## src/rtl/serial_rx_if.sv

```systemverilog
// Purpose : bundles the UART receive line and the receive-FIFO read side of
//           serial_rx into one interface.
// Signals : SERIAL_RX   - asynchronous UART line, idle high (toward receiver)
//           RXRead      - pop the FIFO head when RXValid is high
//           RXData      - byte at the FIFO head (show-ahead)
//           RXValid     - FIFO non-empty
//           RXError     - one-cycle pulse on a framing error
//           RXParityErr - one-cycle pulse on a parity error
//           RXOverrun   - sticky flag, a byte was lost to a full FIFO
// Modports: master (line driver / FIFO consumer), slave (the receiver).
interface serial_rx_if;
  logic       SERIAL_RX;
  logic       RXRead;
  logic [7:0] RXData;
  logic       RXValid;
  logic       RXError;
  logic       RXParityErr;
  logic       RXOverrun;

  modport master (
    output SERIAL_RX, RXRead,
    input  RXData, RXValid, RXError, RXParityErr, RXOverrun
  );

  modport slave (
    input  SERIAL_RX, RXRead,
    output RXData, RXValid, RXError, RXParityErr, RXOverrun
  );
endinterface

```

## src/rtl/serial_rx.sv

```systemverilog
// Purpose : 16x-oversampling UART receiver (8N1, or 8E1 with the parity
//           option) feeding a 4-entry show-ahead receive FIFO.
// Ports   : clk - single clock, all logic on its rising edge
//           rst - synchronous active-high reset
//           bus - serial_rx_if.slave (SERIAL_RX in; RXData/RXValid/RXRead
//                 FIFO read side; RXError/RXParityErr pulses; RXOverrun)
// Params  : CLKFREQ (Hz), BAUDRATE (bit/s); tick = CLKFREQ/(BAUDRATE*16).
// Option  : define SERIALRX_PARITY_EN to add one even-parity bit between the
//           data and stop bits; otherwise RXParityErr is tied low.
module serial_rx #(
  parameter int unsigned CLKFREQ  = 120_000_000,
  parameter int unsigned BAUDRATE = 38400
) (
  input logic        clk,
  input logic        rst,
  serial_rx_if.slave bus
);

  localparam int unsigned TICK  = CLKFREQ / (BAUDRATE * 16);
  localparam int unsigned DIV_W = (TICK > 1) ? $clog2(TICK) : 1;
  localparam int unsigned DEPTH = 4;
  localparam int unsigned PTR_W = 2;
  localparam int unsigned CNT_W = 3;

`ifdef SERIALRX_PARITY_EN
  typedef enum logic [2:0] {S_IDLE, S_START, S_DATA, S_PARITY, S_STOP} state_t;
`else
  typedef enum logic [2:0] {S_IDLE, S_START, S_DATA, S_STOP} state_t;
`endif

  // Line synchronizer and edge detect
  logic [1:0]       r_sync;
  logic             r_rx_q;
  logic             w_rx;
  logic             w_fall;

  // Oversample timing
  logic [DIV_W-1:0] r_div;
  logic             w_tick;
  logic [3:0]       r_tcnt;
  logic [4:0]       w_tnum;

  // Frame assembly
  state_t           r_state;
  logic [2:0]       r_bitidx;
  logic [7:0]       r_shift;
  logic             r_s7;
  logic             r_s8;
  logic             w_maj;
  logic             r_push;
  logic [7:0]       r_push_data;
  logic             r_err;
  logic             w_par_bad;
`ifdef SERIALRX_PARITY_EN
  logic             r_par_bad;
  logic             r_perr;
`endif

  // FIFO
  logic [7:0]       r_mem [DEPTH];
  logic [PTR_W-1:0] r_wp;
  logic [PTR_W-1:0] r_rp;
  logic [CNT_W-1:0] r_cnt;
  logic             r_valid;
  logic [7:0]       r_data;
  logic             r_ovr;
  logic             w_pop;
  logic             w_full;
  logic             w_wr;
  logic [PTR_W-1:0] w_rp_next;
  logic [CNT_W-1:0] w_cnt_next;
  logic [7:0]       w_head_next;

  assign w_rx   = r_sync[1];
  assign w_fall = r_rx_q & ~w_rx;
  assign w_tick = (r_div == DIV_W'(TICK - 1));
  // Number of the tick occurring this cycle, counted from 1 within a bit
  assign w_tnum = 5'(r_tcnt) + 5'd1;
  // Majority of the samples at ticks 7, 8 and the current tick 9
  assign w_maj  = (r_s7 & r_s8) | (r_s7 & w_rx) | (r_s8 & w_rx);

`ifdef SERIALRX_PARITY_EN
  assign w_par_bad = r_par_bad;
`else
  assign w_par_bad = 1'b0;
`endif

  // Receive FSM: the start bit runs its full 16 ticks (with the false-start
  // check at its centre) so every later bit window starts on a bit boundary.
  always_ff @(posedge clk) begin
    if (rst) begin
      r_sync      <= 2'b11;
      r_rx_q      <= 1'b1;
      r_div       <= '0;
      r_tcnt      <= '0;
      r_state     <= S_IDLE;
      r_bitidx    <= '0;
      r_shift     <= '0;
      r_s7        <= 1'b0;
      r_s8        <= 1'b0;
      r_push      <= 1'b0;
      r_push_data <= '0;
      r_err       <= 1'b0;
`ifdef SERIALRX_PARITY_EN
      r_par_bad   <= 1'b0;
      r_perr      <= 1'b0;
`endif
    end else begin
      r_sync <= {r_sync[0], bus.SERIAL_RX};
      r_rx_q <= w_rx;
      r_push <= 1'b0;
      r_err  <= 1'b0;
`ifdef SERIALRX_PARITY_EN
      r_perr <= 1'b0;
`endif
      r_div <= w_tick ? '0 : r_div + DIV_W'(1);
      if (w_tick) r_tcnt <= r_tcnt + 4'd1;

      case (r_state)
        S_IDLE: begin
          if (w_fall) begin
            r_state <= S_START;
            r_div   <= '0;
            r_tcnt  <= '0;
          end
        end
        S_START: begin
          if (w_tick) begin
            if (w_tnum == 5'd8 && w_rx) begin
              r_state <= S_IDLE;
            end else if (w_tnum == 5'd16) begin
              r_state  <= S_DATA;
              r_tcnt   <= '0;
              r_bitidx <= '0;
            end
          end
        end
        S_DATA: begin
          if (w_tick) begin
            case (w_tnum)
              5'd7:  r_s7 <= w_rx;
              5'd8:  r_s8 <= w_rx;
              5'd9:  r_shift <= {w_maj, r_shift[7:1]};
              5'd16: begin
                r_tcnt <= '0;
                if (r_bitidx == 3'd7) begin
`ifdef SERIALRX_PARITY_EN
                  r_state <= S_PARITY;
`else
                  r_state <= S_STOP;
`endif
                end else begin
                  r_bitidx <= r_bitidx + 3'd1;
                end
              end
              default: ;
            endcase
          end
        end
`ifdef SERIALRX_PARITY_EN
        S_PARITY: begin
          if (w_tick) begin
            case (w_tnum)
              5'd7:  r_s7 <= w_rx;
              5'd8:  r_s8 <= w_rx;
              // Even parity: data bits plus parity bit must XOR to 0
              5'd9:  r_par_bad <= w_maj ^ (^r_shift);
              5'd16: begin
                r_tcnt  <= '0;
                r_state <= S_STOP;
              end
              default: ;
            endcase
          end
        end
`endif
        S_STOP: begin
          if (w_tick) begin
            case (w_tnum)
              5'd7: r_s7 <= w_rx;
              5'd8: r_s8 <= w_rx;
              // Decide at the stop centre and go idle without waiting out the bit
              5'd9: begin
                r_push      <= w_maj & ~w_par_bad;
                r_push_data <= r_shift;
                r_err       <= ~w_maj;
`ifdef SERIALRX_PARITY_EN
                r_perr      <= r_par_bad;
`endif
                r_state     <= S_IDLE;
              end
              default: ;
            endcase
          end
        end
        default: r_state <= S_IDLE;
      endcase
    end
  end

  // FIFO control; a push into a full FIFO lands only if the head pops together
  assign w_pop      = bus.RXRead & r_valid;
  assign w_full     = (r_cnt == CNT_W'(DEPTH));
  assign w_wr       = r_push & (~w_full | w_pop);
  assign w_rp_next  = w_pop ? r_rp + PTR_W'(1) : r_rp;
  assign w_cnt_next = r_cnt + CNT_W'(w_wr) - CNT_W'(w_pop);
  // Bypass when the byte being written becomes the new head
  assign w_head_next = (w_wr && (w_rp_next == r_wp)) ? r_push_data : r_mem[w_rp_next];

  // FIFO storage, pointers and registered head/status outputs
  always_ff @(posedge clk) begin
    if (rst) begin
      r_wp    <= '0;
      r_rp    <= '0;
      r_cnt   <= '0;
      r_valid <= 1'b0;
      r_data  <= '0;
      r_ovr   <= 1'b0;
    end else begin
      if (w_wr) begin
        r_mem[r_wp] <= r_push_data;
        r_wp        <= r_wp + PTR_W'(1);
      end
      r_rp    <= w_rp_next;
      r_cnt   <= w_cnt_next;
      r_valid <= (w_cnt_next != '0);
      r_data  <= (w_cnt_next == '0) ? 8'h00 : w_head_next;
      if (r_push && w_full && !w_pop) r_ovr <= 1'b1;
    end
  end

  assign bus.RXData    = r_data;
  assign bus.RXValid   = r_valid;
  assign bus.RXError   = r_err;
  assign bus.RXOverrun = r_ovr;
`ifdef SERIALRX_PARITY_EN
  assign bus.RXParityErr = r_perr;
`else
  assign bus.RXParityErr = 1'b0;
`endif

endmodule

```

## src/flat_wrapper.sv

```systemverilog
// flat-port wrapper written by rule: the top's interface ports become plain ports
module serial_rx_flat 
#(
  parameter int unsigned CLKFREQ  = 120_000_000,
  parameter int unsigned BAUDRATE = 38400
)
  (clk, rst, bus_SERIAL_RX, bus_RXRead, bus_RXData, bus_RXValid, bus_RXError, bus_RXParityErr, bus_RXOverrun);
  serial_rx_if bus_i ();
  input logic clk;
  input logic rst;
  input wire logic [$bits(bus_i.SERIAL_RX)-1:0] bus_SERIAL_RX;
  input wire logic [$bits(bus_i.RXRead)-1:0] bus_RXRead;
  output wire logic [$bits(bus_i.RXData)-1:0] bus_RXData;
  output wire logic [$bits(bus_i.RXValid)-1:0] bus_RXValid;
  output wire logic [$bits(bus_i.RXError)-1:0] bus_RXError;
  output wire logic [$bits(bus_i.RXParityErr)-1:0] bus_RXParityErr;
  output wire logic [$bits(bus_i.RXOverrun)-1:0] bus_RXOverrun;
  assign bus_i.SERIAL_RX = bus_SERIAL_RX;
  assign bus_i.RXRead = bus_RXRead;
  assign bus_RXData = bus_i.RXData;
  assign bus_RXValid = bus_i.RXValid;
  assign bus_RXError = bus_i.RXError;
  assign bus_RXParityErr = bus_i.RXParityErr;
  assign bus_RXOverrun = bus_i.RXOverrun;
  serial_rx #(.CLKFREQ(CLKFREQ), .BAUDRATE(BAUDRATE)) u_core (.clk(clk), .rst(rst), .bus(bus_i));
endmodule
```

## config.mk

```make
export PLATFORM = sky130hd
export DESIGN_NAME = serial_rx_flat
export DESIGN_NICKNAME = d
export VERILOG_FILES = /design/src/rtl/serial_rx_if.sv /design/src/rtl/serial_rx.sv /design/src/flat_wrapper.sv
export SDC_FILE = /design/constraint.sdc
export NUM_CORES = 1
export LEC_CHECK = 0
export ABC_AREA = 1
export BUFFER_PORTS_ARGS = -buffer_cell sky130_fd_sc_hd__clkbuf_2
export CORE_MARGIN = 2
export CORE_UTILIZATION = 55
export CTS_CLUSTER_DIAMETER = 60
export CTS_CLUSTER_SIZE = 40
export DETAILED_ROUTE_END_ITERATION = 6
export GPL_TIMING_DRIVEN = 1
export PLACE_DENSITY = 0.75
export SKIP_LAST_GASP = 1
export SLEW_MARGIN = 20
export SYNTH_ARGS = -nofsm -noshare
export SYNTH_HDL_FRONTEND = slang
export SYNTH_SLANG_ARGS = --single-unit
```

## constraint.sdc

```tcl
create_clock -name clk -period 2.1 [get_ports clk]
set_input_delay 0.21 -clock clk [delete_from_list [all_inputs] [get_ports clk]]
set_output_delay 0.21 -clock clk [all_outputs]
set_load 0.01 [all_outputs]
```

==> metrics.md <==
| Metric | Value |
|---|---|
| Outcome | `finished with violations` |
| Violations in the final reports | `negative setup slack` |
| Cell Rows | `30` |
| Clk Latency, worst-skew pair | `0.36 ns` |
| VDD IR max | `0.465 mV` |
| Synth cell types | `37` |
| Slowest cell on crit path | `fa_2` |
| Initial Utilization | `57.4%` |
| First-pass GRT wire length | `12.2 mm` |
| Register-to-Register Path Depth | `11` |
| # diodes | `0` |
| Final nets | `504` |
| Pwr dens | `973 nW/um2` |
| RSZ-0062 raised after global routing | `yes` |
| CP cell instances | `nand2_2, inv_4, ha_4, inv_2, ha_4, fa_2, o31ai_4, inv_2, buf_6, nand2_2, nor2_1` |
| Post-detail-place hpwl | `5.03 mm` |
| Antenna violations before repair | `0` |
| Final Power | `4.42 mW` |
| Final ANT Viol Nets | `0` |
| Initial DRC count | `216` |
| Clock share of power | `25.9%` |
| Fmax | `0.471 GHz` |
| Static leakage | `1.95 nW` |
| CTS buffer count | `9` |
| Sw frac | `33.8%` |
| Critical path capture point type | `flip-flop` |
| Seq/Total Area, Yosys | `53.3%` |
| Fin. Hold Viols | `0` |
| R2R setup slack | `-0.02 ns` |
| Pre-CTS setup slack | `-0.0786 ns` |
| Die ar. | `7870 um2` |
| PortBufs | `14` |
| Syn Inst Count | `448` |
| Via density | `5.06` |
| Proportion of layout cells with a drive suffix above 1 | `17.7%` |
| H-Tree Level Count | `3` |
| Max-cap violations | `0` |
| Worst-path fanout max | `5` |
| Setup violations, final | `6` |
| Worst Hold Launch | `bus_SERIAL_RX` |
| Floorplan Core Area | `6870 um2` |
| Sequential Power Share | `45.0%` |
| Area delta synth->final | `15.1%` |
| Die H | `88.7 um` |
| WP data required | `2.36 ns` |
| Syn nets | `471` |
| Critical path launch point type | `flip-flop` |
| Fillers | `545` |
| WP data arrival | `2.38 ns` |
| # clock sinks | `89` |
| Mapped cell area | `3950 um2` |
| Fin crit share | `101%` |
| Hold depth | `2` |
| EDFF count, synth | `32` |
| Slew @ Worst Pin | `0.648 ns` |
| Int Pwr | `2.92 mW` |
| Comb power frac | `29.1%` |
| Clock tree buffer depth | `2` |
| CP Class | `flip-flop to flip-flop` |
| Number of global-route vias before repair | `2756` |
| R2R Path Start | `u_core.bus.RXValid$_SDFF_PP0_` |
| Yosys reg bits | `89` |
| Hold WC Path Type | `input pin to flip-flop` |
| Root Buffer | `clkbuf_8` |
| Final min period | `2.12 ns` |
| Crit path buf inv count | `4` |
| Top delay family on crit path | `adder cells` |
| YS warnings | `0` |
| Top cells by count, synth | `100 x nor2_1, 57 x dfxtp_1, 53 x inv_1, 47 x nand2_1, 46 x o21ai_0` |
| Area contributors post-synth | `dfxtp_1 29%, edfxtp_1 24%, nor2_1 9.5%` |
| Die X | `88.7 um` |
| CP peak stage delay | `0.50 ns` |
| Skew final | `0.00904 ns` |
| Final Max Slew Viols | `0` |
| WHS Endpoint | `u_core.r_sync[0]$_SDFF_PP1_` |
| Yosys top cell area share | `28.9%` |
| Reg2reg end | `u_core.bus.RXData[2]$_SDFF_PP0_` |
| DR WL/cell | `12.5 um` |
| DRC | `0` |
| Post-CTS Hold Fix Bufs | `0` |
| Vias | `2945` |
| RD Place Congestion | `0.880` |
| Largest net degree at the start of global routing | `29` |
| Post-route design area | `4540 um2` |
| Post-synth top flop | `dfxtp_1` |
| Gr usage total | `19.9%` |
| Synth area leader | `dfxtp_1` |
| Slew headroom | `56.6%` |
| Min Hold Slack | `0.0335 ns` |
| CTS tree | `built` |
| Reg clk slew, reported paths | `0.09 ns` |
| Most common cell in the synthesized netlist | `nor2_1` |
| DP Area | `4200 um2` |
| I/O pins | `16` |
| Routed WL | `7.30 mm` |
| PnR worst setup slack | `-0.0248 ns` |
| First-pass iteration count of the detailed router | `5` |
| Synth Area per Inst | `8.81 um2` |
| FFs w/ async S/R, synth | `0%` |
| Remaining Overflow, GRT | `0` |
| Switching pwr | `1.49 mW` |
## through the flow
stage	TNS [ns]	utilization, %	cells
final	-0.0807	66.1	582
after global routing	-0.753	66.1	582
after CTS	-0.456	64.0	578
after detailed placement	-0.534	61.1	562
after global placement	-0.000691	61.1	562
after floorplan	0	-	448
## placed cells by master, fill, tap and decap left out, drive strengths merged, types with 6 or more instances in the layout
cell type	instances
nand3	7
xor2	6
nor2	102
clkbuf	23
nand3b	8
buf	19
o21ai	48
dfxtp	57
nand2	50
nor3	9
edfxtp	32
nand4	8
inv	60
a21oi	16
ha	18
## flip-flops by register name, indices dropped and copies added, names as in the netlist, 2 cells and up
signal,count
u_core.bus.RXData,8
u_core.r_bitidx,3
u_core.r_cnt,3
u_core.r_div,8
u_core.r_mem,32
u_core.r_push_data,8
u_core.r_rp,2
u_core.r_shift,8
u_core.r_state,2
u_core.r_sync,2
u_core.r_tcnt,4
u_core.r_wp,2
## cells by family (layout without fill, tap and decap cells)
family / after synthesis / in the layout / share of synthesized area (%)
compound gates: 71 / 71 / 9.42
xor+xnor: 9 / 9 / 2.95
fa+ha+maj: 19 / 19 / 6.22
buf+inv: 66 / 104 / 6.66
flops: 89 / 89 / 53.3
other cells: 1 / 1 / 0.0951
simple gates: 193 / 193 / 21.4
## power groups by stage
stage / registers [mW] / logic [mW] / clock network [mW]
after floorplan: 2.05 / 0.677 / 0
after global placement: 2.02 / 0.979 / 0
after detailed placement: 2.02 / 1.02 / 0
after CTS: 1.98 / 1.04 / 1.16
after global routing: 2.01 / 1.43 / 1.24
final: 1.99 / 1.28 / 1.14
## routing by layer
metal  vias up  global-route usage [%]  wire length, um
met5         -                       0                0
li1       1522                       -                -
met3        10                    3.82              273
met4         0                    7.99              112
met2        63                    33.4             3610
met1      1350                    25.3             3300
## what timing repair did
item / CTS / global route
gates resized for setup: 3 / 32
setup endpoints to repair: 9 / 21
gates cloned: 0 / 1
buffers inserted: 0 / 3
pin swaps: 2 / 6
## cell type report
| type | count | area, um2 | area share (%) |
|---|---|---|---|
| clock buffer | 9 | 124 | 2.73 |
| clock inverter | 7 | 68.8 | 1.52 |
| inverter | 55 | 209 | 4.60 |
| multi-input combinational | 293 | 1690 | 37.3 |
| sequential | 89 | 2110 | 46.4 |
| tap | 96 | 120 | 2.65 |
| timing repair buffer | 33 | 220 | 4.85 |
## worst max-delay path by stage
| stage | start | slack (ns) | end | depth (start not counted) |
|---|---|---|---|---|
| floorplan | u_core.bus.RXValid$_SDFF_PP0_ | 0.01 | u_core.bus.RXData[0]$_SDFF_PP0_ | 11 |
| global placement | bus_RXRead | -0.0007 | u_core.bus.RXData[3]$_SDFF_PP0_ | 13 |
| detailed placement | u_core.bus.RXValid$_SDFF_PP0_ | -0.08 | u_core.bus.RXData[5]$_SDFF_PP0_ | 12 |
| CTS | u_core.bus.RXValid$_SDFF_PP0_ | -0.06 | u_core.bus.RXData[2]$_SDFF_PP0_ | 12 |
| global route | u_core.r_cnt[1]$_SDFF_PP0_ | -0.10 | u_core.bus.RXData[2]$_SDFF_PP0_ | 11 |
| finish | u_core.bus.RXValid$_SDFF_PP0_ | -0.02 | u_core.bus.RXData[2]$_SDFF_PP0_ | 11 |
Power figures use the tool's default switching activity.
